==> src/rtl/aq_biu_lpmd_pkg.sv <==
// rtl/aq_biu_lpmd_pkg.sv - shared encodings and defaults for the BIU low-power controller
package aq_biu_lpmd_pkg;

  // FSM state encodings, exported as-is on biu_lpmd_state
  typedef enum logic [2:0] {
    ST_RUN   = 3'b000,
    ST_DRAIN = 3'b001,
    ST_REQ   = 3'b010,
    ST_SLEEP = 3'b011,
    ST_WAKE  = 3'b100
  } lpmd_state_e;

  // CP0 lpmd value meaning "run"; anything else requests low power
  localparam logic [1:0] LPMD_RUN = 2'b11;

  localparam int WAKE_DLY_DEF = 8;
  localparam int ACK_TMO_DEF  = 1023;
  localparam int CNT_W_DEF    = 10;

  // Larger of two elaboration-time integers
  function automatic int max_int(input int a, input int b);
    return (a > b) ? a : b;
  endfunction

endpackage

==> src/rtl/aq_biu_lpmd_ctrl_if.sv <==
// rtl/aq_biu_lpmd_ctrl_if.sv - CP0/bus/pad handshake bundle of the low-power controller
interface aq_biu_lpmd_ctrl_if;

  logic [1:0] cp0_biu_lpmd_b;
  logic       biu_bus_idle;
  logic       pad_biu_sleep_ack;
  logic       pad_biu_wakeup;
  logic       biu_req_block;
  logic       biu_pad_sleep_req;
  logic [1:0] biu_pad_lpmd_b;
  logic       biu_lpmd_wake_done;
  logic [2:0] biu_lpmd_state;
  logic       biu_lpmd_ack_err;

  // Environment side: CP0, bus tracker and SoC pads
  modport master (
    output cp0_biu_lpmd_b, biu_bus_idle, pad_biu_sleep_ack, pad_biu_wakeup,
    input  biu_req_block, biu_pad_sleep_req, biu_pad_lpmd_b,
           biu_lpmd_wake_done, biu_lpmd_state, biu_lpmd_ack_err
  );

  // Controller side
  modport slave (
    input  cp0_biu_lpmd_b, biu_bus_idle, pad_biu_sleep_ack, pad_biu_wakeup,
    output biu_req_block, biu_pad_sleep_req, biu_pad_lpmd_b,
           biu_lpmd_wake_done, biu_lpmd_state, biu_lpmd_ack_err
  );

endinterface

==> src/rtl/aq_biu_lpmd_cnt.sv <==
// rtl/aq_biu_lpmd_cnt.sv - saturating counter shared by wake delay and ack timeout
module aq_biu_lpmd_cnt #(
  parameter int CNT_W = 10,
  parameter int MAX   = (1 << CNT_W) - 1
) (
  input  logic             clk,
  input  logic             rst,
  input  logic             clr,
  input  logic             inc,
  output logic [CNT_W-1:0] cnt,
  output logic             sat
);

  localparam logic [CNT_W-1:0] MAX_V = CNT_W'(MAX);

  assign sat = (cnt == MAX_V);

  // Clear wins over increment; the count holds at MAX instead of wrapping
  always_ff @(posedge clk) begin
    if (rst || clr) begin
      cnt <= '0;
    end else if (inc && !sat) begin
      cnt <= cnt + CNT_W'(1);
    end
  end

endmodule

==> src/rtl/aq_biu_lpmd_ctrl.sv <==
// rtl/aq_biu_lpmd_ctrl.sv - BIU sleep handshake controller (optional ack timeout: AQ_BIU_LPMD_ACK_TMO_EN)
module aq_biu_lpmd_ctrl
  import aq_biu_lpmd_pkg::*;
#(
  parameter int WAKE_DLY = WAKE_DLY_DEF,
  parameter int ACK_TMO  = ACK_TMO_DEF,
  parameter int CNT_W    = CNT_W_DEF
) (
  input  logic             forever_cpuclk,
  input  logic             cpurst,
  aq_biu_lpmd_ctrl_if.slave bus
);

  localparam int               MAX_CNT   = max_int(WAKE_DLY, ACK_TMO);
  localparam logic [CNT_W-1:0] WAKE_LAST = CNT_W'(WAKE_DLY - 1);

  lpmd_state_e      state_q;
  logic             req_block_q;
  logic             sleep_req_q;
  logic [1:0]       lpmd_b_q;
  logic             wake_done_q;

  logic             cnt_clr;
  logic             cnt_inc;
  logic [CNT_W-1:0] cnt;
  logic             cnt_sat;

  logic             abort;
  logic             wake_last;

  assign abort     = (bus.cp0_biu_lpmd_b == LPMD_RUN);
  // Saturation is a backstop only; the count reaches WAKE_LAST first
  assign wake_last = (cnt == WAKE_LAST) || cnt_sat;

`ifdef AQ_BIU_LPMD_ACK_TMO_EN
  localparam logic [CNT_W-1:0] TMO_LAST = CNT_W'(ACK_TMO - 1);
  logic tmo_hit;
  logic ack_err_q;
  assign tmo_hit = (cnt == TMO_LAST);
`endif

  aq_biu_lpmd_cnt #(
    .CNT_W (CNT_W),
    .MAX   (MAX_CNT)
  ) u_cnt (
    .clk (forever_cpuclk),
    .rst (cpurst),
    .clr (cnt_clr),
    .inc (cnt_inc),
    .cnt (cnt),
    .sat (cnt_sat)
  );

  // Counter steering: zero outside REQ/WAKE so each phase starts from 0 on entry
  always_comb begin
    cnt_clr = 1'b1;
    cnt_inc = 1'b0;
    unique case (state_q)
`ifdef AQ_BIU_LPMD_ACK_TMO_EN
      ST_REQ: begin
        cnt_inc = 1'b1;
        cnt_clr = abort || bus.pad_biu_wakeup || tmo_hit;
      end
`endif
      ST_WAKE: begin
        // Clock-restart delay only starts once the SoC has dropped its ack
        cnt_clr = bus.pad_biu_sleep_ack;
        cnt_inc = !bus.pad_biu_sleep_ack;
      end
      default: begin
      end
    endcase
  end

  // Handshake FSM with registered outputs
  always_ff @(posedge forever_cpuclk) begin
    if (cpurst) begin
      state_q     <= ST_RUN;
      req_block_q <= 1'b0;
      sleep_req_q <= 1'b0;
      lpmd_b_q    <= LPMD_RUN;
      wake_done_q <= 1'b0;
`ifdef AQ_BIU_LPMD_ACK_TMO_EN
      ack_err_q   <= 1'b0;
`endif
    end else begin
      wake_done_q <= 1'b0;
      unique case (state_q)
        ST_RUN: begin
          if (!abort) begin
            state_q     <= ST_DRAIN;
            lpmd_b_q    <= bus.cp0_biu_lpmd_b;
            req_block_q <= 1'b1;
          end
        end
        ST_DRAIN: begin
          if (abort) begin
            state_q     <= ST_RUN;
            lpmd_b_q    <= LPMD_RUN;
            req_block_q <= 1'b0;
          end else if (bus.biu_bus_idle && !bus.pad_biu_sleep_ack) begin
            // Four-phase rule: a new request waits until the previous ack is gone
            state_q     <= ST_REQ;
            sleep_req_q <= 1'b1;
          end
        end
        ST_REQ: begin
          if (abort || bus.pad_biu_wakeup) begin
            state_q     <= ST_WAKE;
            sleep_req_q <= 1'b0;
          end else if (bus.pad_biu_sleep_ack) begin
            state_q     <= ST_SLEEP;
`ifdef AQ_BIU_LPMD_ACK_TMO_EN
          end else if (tmo_hit) begin
            state_q     <= ST_WAKE;
            sleep_req_q <= 1'b0;
            ack_err_q   <= 1'b1;
`endif
          end
        end
        ST_SLEEP: begin
          if (abort || bus.pad_biu_wakeup) begin
            state_q     <= ST_WAKE;
            sleep_req_q <= 1'b0;
          end
        end
        ST_WAKE: begin
          if (!bus.pad_biu_sleep_ack && wake_last) begin
            state_q     <= ST_RUN;
            wake_done_q <= 1'b1;
            req_block_q <= 1'b0;
            lpmd_b_q    <= LPMD_RUN;
          end
        end
        default: begin
          state_q     <= ST_RUN;
          sleep_req_q <= 1'b0;
          req_block_q <= 1'b0;
          lpmd_b_q    <= LPMD_RUN;
        end
      endcase
    end
  end

  assign bus.biu_req_block      = req_block_q;
  assign bus.biu_pad_sleep_req  = sleep_req_q;
  assign bus.biu_pad_lpmd_b     = lpmd_b_q;
  assign bus.biu_lpmd_wake_done = wake_done_q;
  assign bus.biu_lpmd_state     = state_q;
`ifdef AQ_BIU_LPMD_ACK_TMO_EN
  assign bus.biu_lpmd_ack_err   = ack_err_q;
`else
  assign bus.biu_lpmd_ack_err   = 1'b0;
`endif

endmodule

==> src/flat_wrapper.sv <==
// flat-port wrapper written by rule: the top's interface ports become plain ports
module aq_biu_lpmd_ctrl_flat import aq_biu_lpmd_pkg::*;
#(
  parameter int WAKE_DLY = WAKE_DLY_DEF,
  parameter int ACK_TMO  = ACK_TMO_DEF,
  parameter int CNT_W    = CNT_W_DEF
)
  (forever_cpuclk, cpurst, bus_cp0_biu_lpmd_b, bus_biu_bus_idle, bus_pad_biu_sleep_ack, bus_pad_biu_wakeup, bus_biu_req_block, bus_biu_pad_sleep_req, bus_biu_pad_lpmd_b, bus_biu_lpmd_wake_done, bus_biu_lpmd_state, bus_biu_lpmd_ack_err);
  aq_biu_lpmd_ctrl_if bus_i ();
  input  logic forever_cpuclk;
  input  logic cpurst;
  input wire logic [$bits(bus_i.cp0_biu_lpmd_b)-1:0] bus_cp0_biu_lpmd_b;
  input wire logic [$bits(bus_i.biu_bus_idle)-1:0] bus_biu_bus_idle;
  input wire logic [$bits(bus_i.pad_biu_sleep_ack)-1:0] bus_pad_biu_sleep_ack;
  input wire logic [$bits(bus_i.pad_biu_wakeup)-1:0] bus_pad_biu_wakeup;
  output wire logic [$bits(bus_i.biu_req_block)-1:0] bus_biu_req_block;
  output wire logic [$bits(bus_i.biu_pad_sleep_req)-1:0] bus_biu_pad_sleep_req;
  output wire logic [$bits(bus_i.biu_pad_lpmd_b)-1:0] bus_biu_pad_lpmd_b;
  output wire logic [$bits(bus_i.biu_lpmd_wake_done)-1:0] bus_biu_lpmd_wake_done;
  output wire logic [$bits(bus_i.biu_lpmd_state)-1:0] bus_biu_lpmd_state;
  output wire logic [$bits(bus_i.biu_lpmd_ack_err)-1:0] bus_biu_lpmd_ack_err;
  assign bus_i.cp0_biu_lpmd_b = bus_cp0_biu_lpmd_b;
  assign bus_i.biu_bus_idle = bus_biu_bus_idle;
  assign bus_i.pad_biu_sleep_ack = bus_pad_biu_sleep_ack;
  assign bus_i.pad_biu_wakeup = bus_pad_biu_wakeup;
  assign bus_biu_req_block = bus_i.biu_req_block;
  assign bus_biu_pad_sleep_req = bus_i.biu_pad_sleep_req;
  assign bus_biu_pad_lpmd_b = bus_i.biu_pad_lpmd_b;
  assign bus_biu_lpmd_wake_done = bus_i.biu_lpmd_wake_done;
  assign bus_biu_lpmd_state = bus_i.biu_lpmd_state;
  assign bus_biu_lpmd_ack_err = bus_i.biu_lpmd_ack_err;
  aq_biu_lpmd_ctrl #(.WAKE_DLY(WAKE_DLY), .ACK_TMO(ACK_TMO), .CNT_W(CNT_W)) u_core (.forever_cpuclk(forever_cpuclk), .cpurst(cpurst), .bus(bus_i));
endmodule
==> config.mk <==
export PLATFORM = sky130hd
export DESIGN_NAME = aq_biu_lpmd_ctrl_flat
export DESIGN_NICKNAME = d
export VERILOG_FILES = /design/src/rtl/aq_biu_lpmd_pkg.sv /design/src/rtl/aq_biu_lpmd_ctrl_if.sv /design/src/rtl/aq_biu_lpmd_cnt.sv /design/src/rtl/aq_biu_lpmd_ctrl.sv /design/src/flat_wrapper.sv
export SDC_FILE = /design/constraint.sdc
export NUM_CORES = 1
export LEC_CHECK = 0
export ABC_AREA = 1
export BUFFER_PORTS_ARGS = -buffer_cell sky130_fd_sc_hd__buf_2
export CORE_MARGIN = 3
export CORE_UTILIZATION = 45
export DETAILED_ROUTE_END_ITERATION = 8
export GPL_ROUTABILITY_DRIVEN = 1
export PLACE_DENSITY = 0.76
export SLEW_MARGIN = 20
export SYNTH_ARGS = -nofsm -noshare
export SYNTH_HDL_FRONTEND = slang
export SYNTH_SLANG_ARGS = --single-unit
==> constraint.sdc <==
create_clock -name forever_cpuclk -period 1.65 [get_ports forever_cpuclk]
set_clock_uncertainty 0.1 [all_clocks]
set_input_delay 0 -clock forever_cpuclk [delete_from_list [all_inputs] [get_ports forever_cpuclk]]
set_output_delay 0 -clock forever_cpuclk [all_outputs]
set_load 0.005 [all_outputs]
== Yosys cells after proc, flatten, opt, wreduce, memory -nomap -nowiden ==
Cells that the tools add are included.

* Register bits after elaboration: 18
* Input port bits: 7
* Output and inout port bits: 9
* Logic and storage cells: 64

* Mux-type cells: 23
* Reductions and logical operators: 15
* Eq/ne operators: 16
* $add $sub $neg: 1
* Bitwise operators: 3

{| class="wikitable"
|+ Operators by type and width
! cell !! count
|-
| 3-bit two-way mux || 7
|-
| 3-bit case mux with 5 select lines || 1
|-
| 10-bit by 1-bit adder with 10-bit output, second input constant || 1
|-
| 10-bit equality test, second input constant || 1
|-
| 10-bit by 3-bit equality test with 1-bit output, second input constant || 1
|-
| 2-bit by 1-bit inequality test with 1-bit output, second input constant || 5
|-
| 1-bit two-way mux || 9
|-
| 2-bit case mux with 4 select lines || 1
|-
| 4-bit AND reduction || 2
|-
| 3-bit by 2-bit equality test with 1-bit output, second input constant || 2
|-
| 2-bit two-way mux || 3
|-
| 2-bit OR reduction || 3
|-
| 5-bit AND reduction || 1
|-
| 2-bit inequality test, second input constant || 2
|-
| 1-bit case mux with 4 select lines || 1
|-
| 3-bit by 1-bit equality test with 1-bit output, second input constant || 1
|-
| 3-bit equality test, second input constant || 1
|-
| 1-bit logical AND || 3
|-
| 3-bit zero test || 1
|-
| 1-bit logical OR || 3
|-
| 3-bit by 1-bit inequality test with 1-bit output, second input constant || 1
|-
| 3-bit by 2-bit inequality test with 1-bit output, second input constant || 1
|-
| 1-bit inverter || 3
|-
| 1-bit case mux with 3 select lines || 1
|-
| other kinds (2) || 3
|}

== Depth between registers and ports, before layout ==
Gate-level depths: netlist (run 1).

* Word-level depth: 5
* Mapped depth: 11
* Mapped depth without buffers: 11

== By module ==
From an unflattened synthesis (run 1), not the netlist that was laid out.

* Cells, all modules: 184
* Area total of the unflattened synthesis: 1,196.1 µm²

{| class="wikitable"
|+ Modules (own cells, without submodules)
! module !! cells an instance !! area each (µm²) !! seq. area each (µm²) !! instances
|-
| aq_biu_lpmd_cnt || 95 || 609.3 || 200.2 || 1
|-
| aq_biu_lpmd_ctrl || 89 || 586.8 || 160.2 || 1
|}

== Worst setup path after synthesis (run 1) ==
Ideal clock, no wire load.

* Kind: reg2reg
* From: reg u_core.u_cnt.cnt[0]
* To: reg u_core.lpmd_b_q[0], in the netlist u_core.bus.biu_pad_lpmd_b[0]
* Arrival: 1.275 ns
* Setup time: 0.122 ns
* Cell stages (with the launch flop): 11
* Path buffers: 0
* Data required time: 1.428 ns
* Clock period less this slack: 1.497 ns
* Path slack: 0.153 ns
* Cell sequence: dfxtp_1 -> ha_1 -> nand2_1 -> nor2_4 -> nand3_4 -> nand2_1 -> nand2_2 -> nand2_4 -> nand3_4 -> nand2_1 -> nand3_1

* Longest elaborated chain between the ends: 5
* Elaborated cells between the ends (all ways): 6
* Those cells by class: 3 x eq/ne; 3 x reduce/logical

{| class="wikitable"
|+ Ends and longest elaborated chain
! what !! RTL line !! source
|-
| start: declaration || aq_biu_lpmd_cnt.sv:10 || <nowiki>output logic [CNT_W-1:0] cnt,</nowiki>
|-
| start signal: assignment || aq_biu_lpmd_cnt.sv:23 || <nowiki>cnt <= cnt + CNT_W'(1);</nowiki>
|-
| 10-bit by 3-bit equality test with 1-bit output / 10-bit equality test (equally long branches) || aq_biu_lpmd_ctrl.sv:33, aq_biu_lpmd_cnt.sv:16 ||
|-
| 1-bit logical OR (*) || aq_biu_lpmd_ctrl.sv:33 || <nowiki>assign wake_last = (cnt == WAKE_LAST) || cnt_sat;</nowiki>
|-
| 1-bit logical AND (*) || aq_biu_lpmd_ctrl.sv:128 || <nowiki>if (!bus.pad_biu_sleep_ack && wake_last) begin</nowiki>
|-
| 2-bit by 1-bit inequality test with 1-bit output (no line) (*) || - ||
|-
| 4-bit AND reduction (no line) (*) || - ||
|-
| end signal: assignment || aq_biu_lpmd_ctrl.sv:92 || <nowiki>lpmd_b_q <= bus.cp0_biu_lpmd_b;</nowiki>
|-
| end: declaration || aq_biu_lpmd_ctrl.sv:20 || <nowiki>logic [1:0] lpmd_b_q;</nowiki>
|}

Every way passes the cells marked *; elsewhere a longest branch is shown, timed or not.
A chain may end at the register's enable or synchronous reset.

== Worst setup path in the final report (run 1) ==
* From: in bus_cp0_biu_lpmd_b[1]
* To: reg u_core.state_q[0], in the netlist u_core.bus.biu_lpmd_state[0]

* Longest elaborated chain between the ends: 4
* Elaborated cells between the ends (all ways): 10
* Those cells by class: 5 x eq/ne; 3 x mux; 2 x reduce/logical

{| class="wikitable"
|+ Ends and longest elaborated chain
! what !! RTL line !! source
|-
| start: declaration || flat_wrapper.sv:12 || <nowiki>input wire logic [$bits(bus_i.cp0_biu_lpmd_b)-1:0] bus_cp0_biu_lpmd_b;</nowiki>
|-
| 2-bit equality test (*) || aq_biu_lpmd_ctrl.sv:31 || <nowiki>assign abort = (bus.cp0_biu_lpmd_b == LPMD_RUN);</nowiki>
|-
| 1-bit logical OR || aq_biu_lpmd_ctrl.sv:108, aq_biu_lpmd_ctrl.sv:122 ||
|-
| 3-bit by 2-bit inequality test with 1-bit output (no line), or another cell as far along || - ||
|-
| 5-bit AND reduction (no line) / 3-bit case mux with 5 select lines (equally long branches) || - ||
|-
| end signal: assignment || aq_biu_lpmd_ctrl.sv:109 || <nowiki>state_q <= ST_WAKE;</nowiki>
|-
| end signal: assignment || aq_biu_lpmd_ctrl.sv:112 || <nowiki>state_q <= ST_SLEEP;</nowiki>
|-
| end signal: assignment || aq_biu_lpmd_ctrl.sv:123 || <nowiki>state_q <= ST_WAKE;</nowiki>
|-
| end: declaration || aq_biu_lpmd_ctrl.sv:17 || <nowiki>lpmd_state_e state_q;</nowiki>
|}

Marks and branches as above.

==> summary.md, run 1 <==
| Metric | Value |
|---|---|
| Netlist cell types | `25` |
| Leakage | `0.000598 uW` |
| I/O Buffers | `14` |
| Ant diodes | `0` |
| Worst r2r path cells | `9` |
| Die ar. | `3020 sq um` |
| Final WS setup | `0.107 ns` |
| Global route overflow | `0` |
| CTS Buf Count | `3` |
| RSZ-0062 raised after global routing | `false` |
| Post-DP HPWL | `1800 microns` |
| Final setup vio count | `0` |
| CTS root buf | `clkbuf_4` |
| DRC | `0` |
| HP Class | `input pin to flop` |
| Fin. max-slew vios | `0` |
| Hold depth | `6` |
| Worst min-delay path startpoint | `bus_pad_biu_wakeup` |
| Sequential area share after synthesis | `0.334` |
| Worst hold endpoint | `u_core.bus.biu_lpmd_state[0]` |
| R2r startpoint | `u_core.u_cnt.cnt[0]` |
| Routed WL | `2350 microns` |
| Worst IR Drop VDD | `0.843 mV` |
| Critical Path RT | `1.77 ns` |
| Power Dens Cells | `1120 nW/um^2` |
| GPL Wtd Cong | `0.924` |
| Std-Cell Rows | `17` |
| CTS Buffer Depth | `2` |
| Biggest area consumer among synthesized cells | `dfxtp_1` |
| Worst-path maximum fanout | `3` |
| Chip height | `55.0 microns` |
| Async S/R FF share, synth | `0` |
| Fin. Hold Viols | `0` |
| Synth cell count leaders | `nand2_1 (34), inv_1 (30), dfxtp_1 (18)` |
| Yosys top cell area share | `0.334` |
| Via-to-Cell Ratio | `5.13` |
| Core Region | `2230 sq um` |
| Yosys warning count | `0` |
| Post-Syn Instances | `164` |
| GRT Overall Usage | `0.168` |
| Critical path capture point type | `flop` |
| Clock latency at the later pin of the worst-skew pair | `0.29 ns` |
| Worst reg2reg setup slack | `0.14 ns` |
| Critical path arrival | `1.67 ns` |
| Initial Util | `0.483` |
| Crit path launch type | `input pin` |
| Clock transition at path regs | `0.10 ns` |
| Worst flop-to-flop path endpoint | `u_core.bus.biu_lpmd_state[0]` |
| Max Clk Rate | `648 MHz` |
| Count leader, synth | `nand2_1` |
| CTS tree | `built` |
| Crit Path Category | `input pin to flop` |
| Dpl ws | `0.0711 ns` |
| Register bit count reported by yosys | `18` |
| Area of the mapped netlist | `1080 sq um` |
| Number of enable flip-flop cells after synthesis | `0` |
| Period minus WS final | `1.54 ns` |
| Top_reg_cell synth | `dfxtp_1` |
| Hold_ws | `0.0373 ns` |
| WL/cell | `10.9 microns` |
| Vias in the first global route | `924` |
| Pre-Repair DR Iteration Count | `4` |
| Nets | `197` |
| Post-Syn Area per Cell | `6.58 sq um` |
| First-pass GRT wire length | `3710 microns` |
| Die width | `55.0 microns` |
| Fin cells | `215` |
| Layout Area Growth over Synthesis | `20.3%` |
| Max-cap violations | `0` |
| DP Cell Count | `207` |
| Max H-tree Level | `1` |
| Synth area leaders | `dfxtp_1 (33%), nand2_1 (12%), inv_1 (10%)` |
| DR vias | `1,102` |
| Drt first-iter violations | `18` |
| CTS Sinks | `18` |
| Fraction of layout cells with a size suffix above 1 | `0.246` |
| Antenna violations before repair | `0` |
| Largest net degree at the start of global routing | `10` |
| Final TNS setup | `0 ns` |
| Period utilization | `0.935` |
| I/O pin cnt | `16` |
| Status | `finished, final reports clean` |
| Pwr Total | `1450 uW` |
| Remaining antenna violation count after routing | `0` |
| Syn_nets | `172` |
==> worst max-delay path by stage <==
| stage | from | end | cells past startpoint |
|---|---|---|---|
| 2_1_floorplan | u_core.u_cnt.cnt[0] | u_core.bus.biu_pad_lpmd_b[0] | 10 |
| 3_3_place_gp | u_core.u_cnt.cnt[0] | u_core.u_cnt.cnt[5] | 9 |
| 3_5_place_dp | u_core.u_cnt.cnt[1] | u_core.u_cnt.cnt[8] | 8 |
| 4_1_cts | u_core.u_cnt.cnt[1] | u_core.u_cnt.cnt[6] | 8 |
| 5_1_grt | u_core.u_cnt.cnt[0] | u_core.bus.biu_pad_lpmd_b[1] | 10 |
| 6_report | bus_cp0_biu_lpmd_b[1] | u_core.bus.biu_lpmd_state[0] | 11 |
==> cell type report <==
cell class	instances	area, sq um
Fill cell	227	936
Multi-Input combinational cell	114	626
Sequential cell	18	365
Timing Repair Buffer	21	133
Inverter	31	116
Tap cell	28	35.0
Clock buffer	3	22.5
==> power breakdown <==
| group | total [uW] | internal, uW | switching [uW] |
|---|---|---|---|
| sequential | 569 | 508 | 61.3 |
| clock | 215 | 84.9 | 130 |
| combinational | 667 | 268 | 399 |
==> kinds of logic (layout without fill, tap and decap cells) <==
family | count (synthesis) | in the layout | synth area share
AND/OR/NAND/NOR | 88 | 88 | 0.418
flip-flops | 18 | 18 | 0.334
XOR/XNOR | 1 | 1 | 0.00812
adder cells (fa/ha/maj) | 1 | 1 | 0.0116
other | 1 | 1 | 0.00348
AO/OA/AOI/OAI | 23 | 23 | 0.110
buffers and inverters | 32 | 55 | 0.115
==> registers in the layout, indices dropped and copies added (netlist names) <==
signal                         flops
u_core.bus.biu_lpmd_state          3
u_core.bus.biu_lpmd_wake_done      1
u_core.bus.biu_pad_lpmd_b          2
u_core.bus.biu_pad_sleep_req       1
u_core.bus.biu_req_block           1
u_core.u_cnt.cnt                  10
==> routing by layer <==
layer | track usage | vias to the layer above | part of all wire
li1 | - | 568 | -
met1 | 0.195 | 509 | 0.44
met2 | 0.289 | 21 | 0.51
met3 | 0.0375 | 4 | 0.033
met4 | 0.0769 | 0 | 0.011
met5 | 0 | - | 0
==> timing repair <==
item / in CTS / in global routing
hold buffers: 3 / 1
buffers inserted: 0 / 1
setup endpoints to repair: 0 / 12
gates resized for setup: 0 / 13
hold endpoints to repair: 7 / 3
==> critical path: stages <==
cell and delay, ns:
dlygate4sd3_1 0.54, buf_2 0.13, nand2_1 0.12, inv_1 0.10, nor2_1 0.13, inv_1 0.07
nor2_1 0.18, nand2_1 0.08, nand2_1 0.07, nand3_1 0.11, a21oi_2 0.14
==> cells in the final DEF, fill, tap and decap left out <==
master / count
a21oi_1: 12
a21oi_2: 1
a31oi_1: 1
buf_2: 14
buf_4: 3
clkbuf_4: 3
conb_1: 1
dfxtp_1: 14
dfxtp_2: 4
dlygate4sd3_1: 4
ha_4: 1
inv_1: 30
inv_2: 1
nand2_1: 31
nand2_2: 7
nand2_4: 2
nand3_1: 12
nand3_4: 2
nand4_1: 6
nor2_1: 14
nor2_2: 3
nor2_4: 2
nor3_1: 4
nor3_2: 1
nor3b_1: 1
o21a_1: 1
o21ai_0: 7
o21ai_1: 1
or2_0: 1
or2_2: 2
xor2_1: 1
==> stage by stage <==
| stage | util | cell area (sq um) |
|---|---|---|
| 6_report | 0.581 | 1300 |
| 4_1_cts | 0.557 | 1240 |
| 3_5_place_dp | 0.533 | 1190 |
| 5_1_grt | 0.581 | 1300 |
| 2_1_floorplan | - | 1080 |
| 3_3_place_gp | 0.533 | 1190 |
Power figures use the tool's default switching activity.
==> inputs of run 2 (changes only) <==
- REMOVE_ABC_BUFFERS: default -> 1
==> summary.md, run 2 (same netlist as run 1, synthesis figures left out) <==
| Metric | Value |
|---|---|
| Worst Setup SP | `u_core.u_cnt.cnt[0]` |
| CTS Buf Count | `3 (unchanged)` |
| Crit Path Category | `flop to flop` |
| Fin. Hold Viols | `0 (unchanged)` |
| HP Class | `input pin to flop` |
| Std-Cell Rows | `17 (unchanged)` |
| Clock power share | `0.183 (+0.035)` |
| Critical Path RT | `1.73 ns (-0.04 ns)` |
| Crit-path slowest cell | `dfxtp_2` |
| Gate power share | `0.445 (-0.015)` |
| CTS tree | `built` |
| Fraction of layout cells with a size suffix above 1 | `0.250 (+0.00401)` |
| DR vias | `1,149 (+4.3%)` |
| Most frequent cells in the layout | `nand2_1 (31), inv_1 (30), dfxtp_1 (15)` |
| CTS root buf | `clkbuf_4` |
| Chip height | `55.0 microns (unchanged)` |
| Worst r2r path cells | `10 (+1)` |
| Crit path launch type | `flop` |
| Pre-Repair DR Iteration Count | `5 (+1)` |
| Worst-path maximum fanout | `8 (+5)` |
| Dpl ws | `0.0784 ns (+0.00729 ns)` |
| Max H-tree Level | `1 (unchanged)` |
| Hold_ws | `0.0148 ns (-0.0225 ns)` |
| Status | `finished, final reports clean` |
| I/O Buffers | `14 (unchanged)` |
| Gr busiest metal | `met2` |
| Period minus WS final | `1.53 ns (-0.00918 ns)` |
| Final WS setup | `0.116 ns (+0.00918 ns)` |
| CP cell instances | `ha_4, nand2_2, nor2_4, nand3_4, nand2_2, nand2_2, nand2_4, nand3_4, nand2_1, nand3_1` |
| DP Cell Count | `207 (unchanged)` |
| Final setup vio count | `0 (unchanged)` |
| Power Dens Cells | `1150 nW/um^2 (+2.7%)` |
| Max-cap violations | `0 (unchanged)` |
| Via-to-Cell Ratio | `5.32 (+3.8%)` |
| Critical path arrival | `1.62 ns (-0.05 ns)` |
| DRC | `0 (unchanged)` |
| Clock transition at path regs | `0.10 ns (about the same)` |
| WL/cell | `11.6 microns (+5.9%)` |
| Post-DP HPWL | `1830 microns (+1.9%)` |
| Grt met3 use | `0.0349 (-0.00268)` |
| Die width | `55.0 microns (unchanged)` |
| CP max stage delay | `0.37 ns (-0.17 ns)` |
| Worst hold endpoint | `u_core.bus.biu_lpmd_state[0]` |
| Design area | `1320 sq um (+1.4%)` |
| Critical path capture point type | `flop` |
| Sw Share | `0.399 (-0.00776)` |
| Ant diodes | `0 (unchanged)` |
| Period utilization | `0.930 (-0.00556)` |
| Routed WL | `2500 microns (+6.4%)` |
| Number of fill cells | `209 (-7.9%)` |
| Drt first-iter violations | `23 (+5)` |
| Largest net degree at the start of global routing | `11 (+1)` |
| Global route overflow | `0 (unchanged)` |
| Worst min-delay path startpoint | `bus_pad_biu_wakeup` |
| Grt met1 use | `0.201 (+0.00553)` |
| First-pass GRT wire length | `3950 microns (+6.5%)` |
| Seq pwr share | `0.372 (-0.020)` |
| Clock latency at the later pin of the worst-skew pair | `0.30 ns (about the same)` |
| Max Clk Rate | `652 MHz (+0.60%)` |
| I/O pin cnt | `16 (unchanged)` |
| GPL Wtd Cong | `0.885 (-4.2%)` |
| Worst IR Drop VDD | `0.999 mV (+19%)` |
| Max reg flops | `10 (unchanged)` |
| Layout Area Growth over Synthesis | `22.0%` |
| Antenna violations before repair | `0 (unchanged)` |
| Fin cells | `216 (+0.47%)` |
| Leakage | `0.000606 uW (+1.3%)` |
| Nets | `197 (unchanged)` |
| CTS Buffer Depth | `2 (unchanged)` |
| Register area | `364 sq um (-0.34%)` |
| Vias in the first global route | `1,022 (+11%)` |
| Fin. max-slew vios | `0 (unchanged)` |
| Top reg by flops | `u_core.u_cnt.cnt` |
| Remaining antenna violation count after routing | `0 (unchanged)` |
| GRT Overall Usage | `0.182 (+0.0142)` |
| NetSw | `603 uW (+2.2%)` |
| RSZ-0062 raised after global routing | `false` |
| Worst flop-to-flop path endpoint | `u_core.bus.biu_pad_lpmd_b[1]` |
| Worst reg2reg setup slack | `0.12 ns (-0.02 ns)` |
| Initial Util | `0.483 (unchanged)` |
| Int Pwr | `909 uW (+5.6%)` |
| Multi-input gate area | `632 sq um (+1.0%)` |
| Die ar. | `3020 sq um (unchanged)` |
| CTS Sinks | `18 (unchanged)` |
| R2r startpoint | `u_core.u_cnt.cnt[0]` |
| Area after DPL | `1190 sq um (unchanged)` |
| Final TNS setup | `0 ns (unchanged)` |
| Most common cell after layout, fill and taps aside | `nand2_1` |
| GR met2 Demand/Resource | `0.309 (+0.0197)` |
| Core Region | `2230 sq um (unchanged)` |
| Hold depth | `6 (unchanged)` |
| Cell mode on critical path | `nand2_2` |
-- run 2: cell types whose count changed in the layout (fill, tap and decap cells not counted) --
cell,change
clkbuf_8,+1
nor2_1,-2
a21oi_1,+1
nor2_4,+1
a21oi_2,-1
dfxtp_2,-1
dfxtp_1,+1
nor2_2,+1
-- run 2: per-layer routing --
layer  vias to the layer above  part of all wire
met2                        42              0.52
met1                       523              0.40
li1                        573                 -
met4                         0             0.040
met3                        11             0.046
met5                         -                 0
-- run 2: cell type report --
cell class                      instances  area share
Clock buffer                            4      0.0276
Timing Repair Buffer                   21       0.101
Sequential cell                        18       0.277
Tap cell                               28      0.0266
Multi-Input combinational cell        114       0.480
Inverter                               31      0.0884
-- run 2: power by group through the flow --
| stage | registers (uW) | clock network (uW) | logic (uW) |
|---|---|---|---|
| floorplan | 572 | 0 | 475 |
| global placement | 566 | 0 | 627 |
| detailed placement | 565 | 0 | 644 |
| CTS | 556 | 286 | 654 |
| global route | 568 | 306 | 774 |
| finish | 562 | 277 | 673 |
-- run 2: critical path: cells and delay by family (launching register included) --
family,cells,cell delay (ns)
fa+ha+maj,1,0.15
simple gates,9,0.80
flops,1,0.37
-- run 2: stage by stage --
| step | power, uW | utilization |
|---|---|---|
| global placement | 1190 | 0.533 |
| finish | 1510 | 0.589 |
| CTS | 1500 | 0.563 |
| global route | 1650 | 0.589 |
| floorplan | 1050 | - |
| detailed placement | 1210 | 0.533 |
-- run 2: worst max path at each step --
stage / endpoint / slack, ns / cells past startpoint
6_report: u_core.bus.biu_pad_lpmd_b[1] / 0.12 / 10
5_1_grt: u_core.bus.biu_pad_lpmd_b[1] / 0.009 / 10
4_1_cts: u_core.u_cnt.cnt[6] / 0.05 / 8
3_5_place_dp: u_core.bus.biu_req_block / 0.08 / 11
3_3_place_gp: u_core.u_cnt.cnt[5] / 0.13 / 9
2_1_floorplan: u_core.bus.biu_pad_lpmd_b[0] / 0.15 / 10
-- run 2: what timing repair did --
action	4_1_cts	5_1_grt
gates resized for setup	0	14
hold endpoints to repair	7	4
endpoints found under the setup margin	0	12
hold buffers	3	1
buffers inserted	0	1
==> inputs of run 3 (changes only) <==
- CELL_PAD_IN_SITES_DETAIL_PLACEMENT: default -> 0
- CELL_PAD_IN_SITES_GLOBAL_PLACEMENT: default -> 2
- CORE_UTILIZATION: 45 -> 30
- GPL_TIMING_DRIVEN: default -> 0
- PLACE_DENSITY: 0.76 -> 0.88
==> summary.md, run 3 (same netlist as run 1, synthesis figures left out) <==
| Metric | Value |
|---|---|
| Status | `finished, final reports clean` |
| Remaining antenna violation count after routing | `0 (unchanged)` |
| WL/cell | `10.6 microns (-8.5%)` |
| CTS Buffer Depth | `2 (unchanged)` |
| Std-Cell Rows | `21 (+4)` |
| Crit Path Category | `flop to flop` |
| Global route overflow | `0 (unchanged)` |
| CTS Buf Count | `3 (unchanged)` |
| I/O Buffers | `14 (unchanged)` |
| Grt met1 use | `0.158 (-0.0431)` |
| Gr busiest metal | `met2` |
| CTS root buf | `clkbuf_4` |
| Max-cap violations | `0 (unchanged)` |
| Max H-tree Level | `1 (unchanged)` |
| CTS tree | `built` |
| Largest net degree at the start of global routing | `11 (unchanged)` |
| Fin. max-slew vios | `0 (unchanged)` |
| Most frequent cells in the layout | `nand2_1 (29), inv_1 (29), nor2_1 (14), buf_2 (14), dfxtp_1 (14)` |
| First-pass GRT wire length | `4040 microns (+2.3%)` |
| Post-DP HPWL | `1870 microns (+2.1%)` |
| Power Dens Cells | `1140 nW/um^2 (-1.1%)` |
| DP Cell Count | `223 (+7.7%)` |
| Period utilization | `0.945 (+0.0156)` |
| Grt met3 use | `0.0170 (-0.0178)` |
| DRC | `0 (unchanged)` |
| Core Region | `3390 sq um (+52%)` |
| DR vias | `1,074 (-6.5%)` |
| Max Clk Rate | `641 MHz (-1.6%)` |
| Nets | `197 (unchanged)` |
| Worst-path maximum fanout | `8 (unchanged)` |
| HP Class | `input pin to flop` |
| Clock latency at the later pin of the worst-skew pair | `0.29 ns (about the same)` |
| Drt first-iter violations | `87 (+280%)` |
| Ant diodes | `0 (unchanged)` |
| Max reg flops | `10 (unchanged)` |
| Critical Path RT | `1.79 ns (+0.06 ns)` |
| Chip height | `66.0 microns (+20%)` |
| Leakage | `0.000617 uW (+1.8%)` |
| Die width | `66.0 microns (+20%)` |
| Initial Util | `0.318 (-0.165)` |
| RSZ-0062 raised after global routing | `true` |
| CTS Sinks | `18 (unchanged)` |
| Fin cells | `234 (+8.3%)` |
| GPL Wtd Cong | `0.851 (-3.9%)` |
| Fin. Hold Viols | `0 (unchanged)` |
| Layout Area Growth over Synthesis | `24.7%` |
| Fraction of layout cells with a size suffix above 1 | `0.255 (+0.00532)` |
| Final setup vio count | `0 (unchanged)` |
| Worst IR Drop VDD | `0.667 mV (-33%)` |
| Clock transition at path regs | `0.11 ns (about the same)` |
| Antenna violations before repair | `0 (unchanged)` |
| I/O pin cnt | `16 (unchanged)` |
| Via-to-Cell Ratio | `4.59 (-14%)` |
| Final Util | `0.397 (-0.193)` |
| Pre-Repair DR Iteration Count | `4 (-1)` |
| Die ar. | `4350 sq um (+44%)` |
| Crit path launch type | `flop` |
| Critical path arrival | `1.70 ns (+0.08 ns)` |
| Top reg by flops | `u_core.u_cnt.cnt` |
| Number of fill cells | `371 (+78%)` |
| GRT Overall Usage | `0.119 (-0.0627)` |
| Routed WL | `2480 microns (-0.84%)` |
| Vias in the first global route | `921 (-9.9%)` |
| Critical path capture point type | `flop` |
| Period minus WS final | `1.56 ns (+0.0257 ns)` |
| GR met2 Demand/Resource | `0.185 (-0.124)` |
-- run 3: cell types whose count changed in the layout (fill, tap and decap cells not counted), sizes merged --
cell / before / now
buf: 17 / 16
dlygate4sd3: 4 / 5
-- run 3: worst paths after layout --
path                                              startpoint                            to  slack (ns)  depth (start not counted)
worst max register to register           u_core.u_cnt.cnt[0]      u_core.bus.biu_req_block        0.09                         11
worst min-delay path                        bus_biu_bus_idle  u_core.bus.biu_lpmd_state[0]        0.01                          6
worst min register to register  u_core.bus.biu_pad_sleep_req  u_core.bus.biu_pad_sleep_req        0.37                          2
worst max-delay path                     u_core.u_cnt.cnt[0]      u_core.bus.biu_req_block        0.09                         11
-- run 3: what timing repair did --
item,4_1_cts,5_1_grt
buffers inserted,0,2
setup endpoints to repair,10,12
endpoints found under the hold margin,7,2
pin swaps,0,9
resized for setup,2,14
hold buffers,4,1
-- run 3: through the flow --
stage,setup slack (ns),TNS (ns),instance area (sq um),hold slack (ns),power (uW)
finish,0.0903,0,1350,0.0134,1530
global route,-0.0350,-0.108,1350,0.0455,1700
CTS,0.00664,0,1280,0.00371,1510
detailed placement,-0.0448,-0.172,1200,0.105,1220
global placement,-0.0473,-0.158,1200,0.0978,1210
floorplan,0.153,0,1070,-0.0309,1050
-- run 3: layout make-up --
| type | count | area (sq um) | area share |
|---|---|---|---|
| Sequential cell | 18 | 368 | 0.273 |
| Inverter | 31 | 116 | 0.0865 |
| Timing Repair Buffer | 21 | 135 | 0.100 |
| Multi-Input combinational cell | 114 | 632 | 0.470 |
| Clock buffer | 4 | 36.3 | 0.0270 |
| Tap cell | 46 | 57.6 | 0.0428 |
-- run 3: per-layer routing --
metal | up-vias | part of all wire
li1 | 568 | -
met1 | 479 | 0.49
met2 | 22 | 0.46
met3 | 5 | 0.035
met4 | 0 | 0.021
met5 | - | 0
-- run 3: report_power, final --
group / total (uW) / internal (uW) / switching, uW / leakage (uW)
logic: 676 / 272 / 404 / 0.000448
clock network: 279 / 135 / 145 / 0.0000210
registers: 573 / 508 / 65.4 / 0.000148
total: 1530 / 915 / 614 / 0.000617
-- run 3: critical path: stages, from the launching register on --
cell and delay, ns:
dfxtp_4 0.40, ha_4 0.16, nand2_4 0.06, nor2_4 0.14, nand3_4 0.12, nand2_2 0.08
nand2_2 0.06, nand2_4 0.12, nand3_4 0.09, nand2_2 0.09, inv_2 0.03, nor2_1 0.07
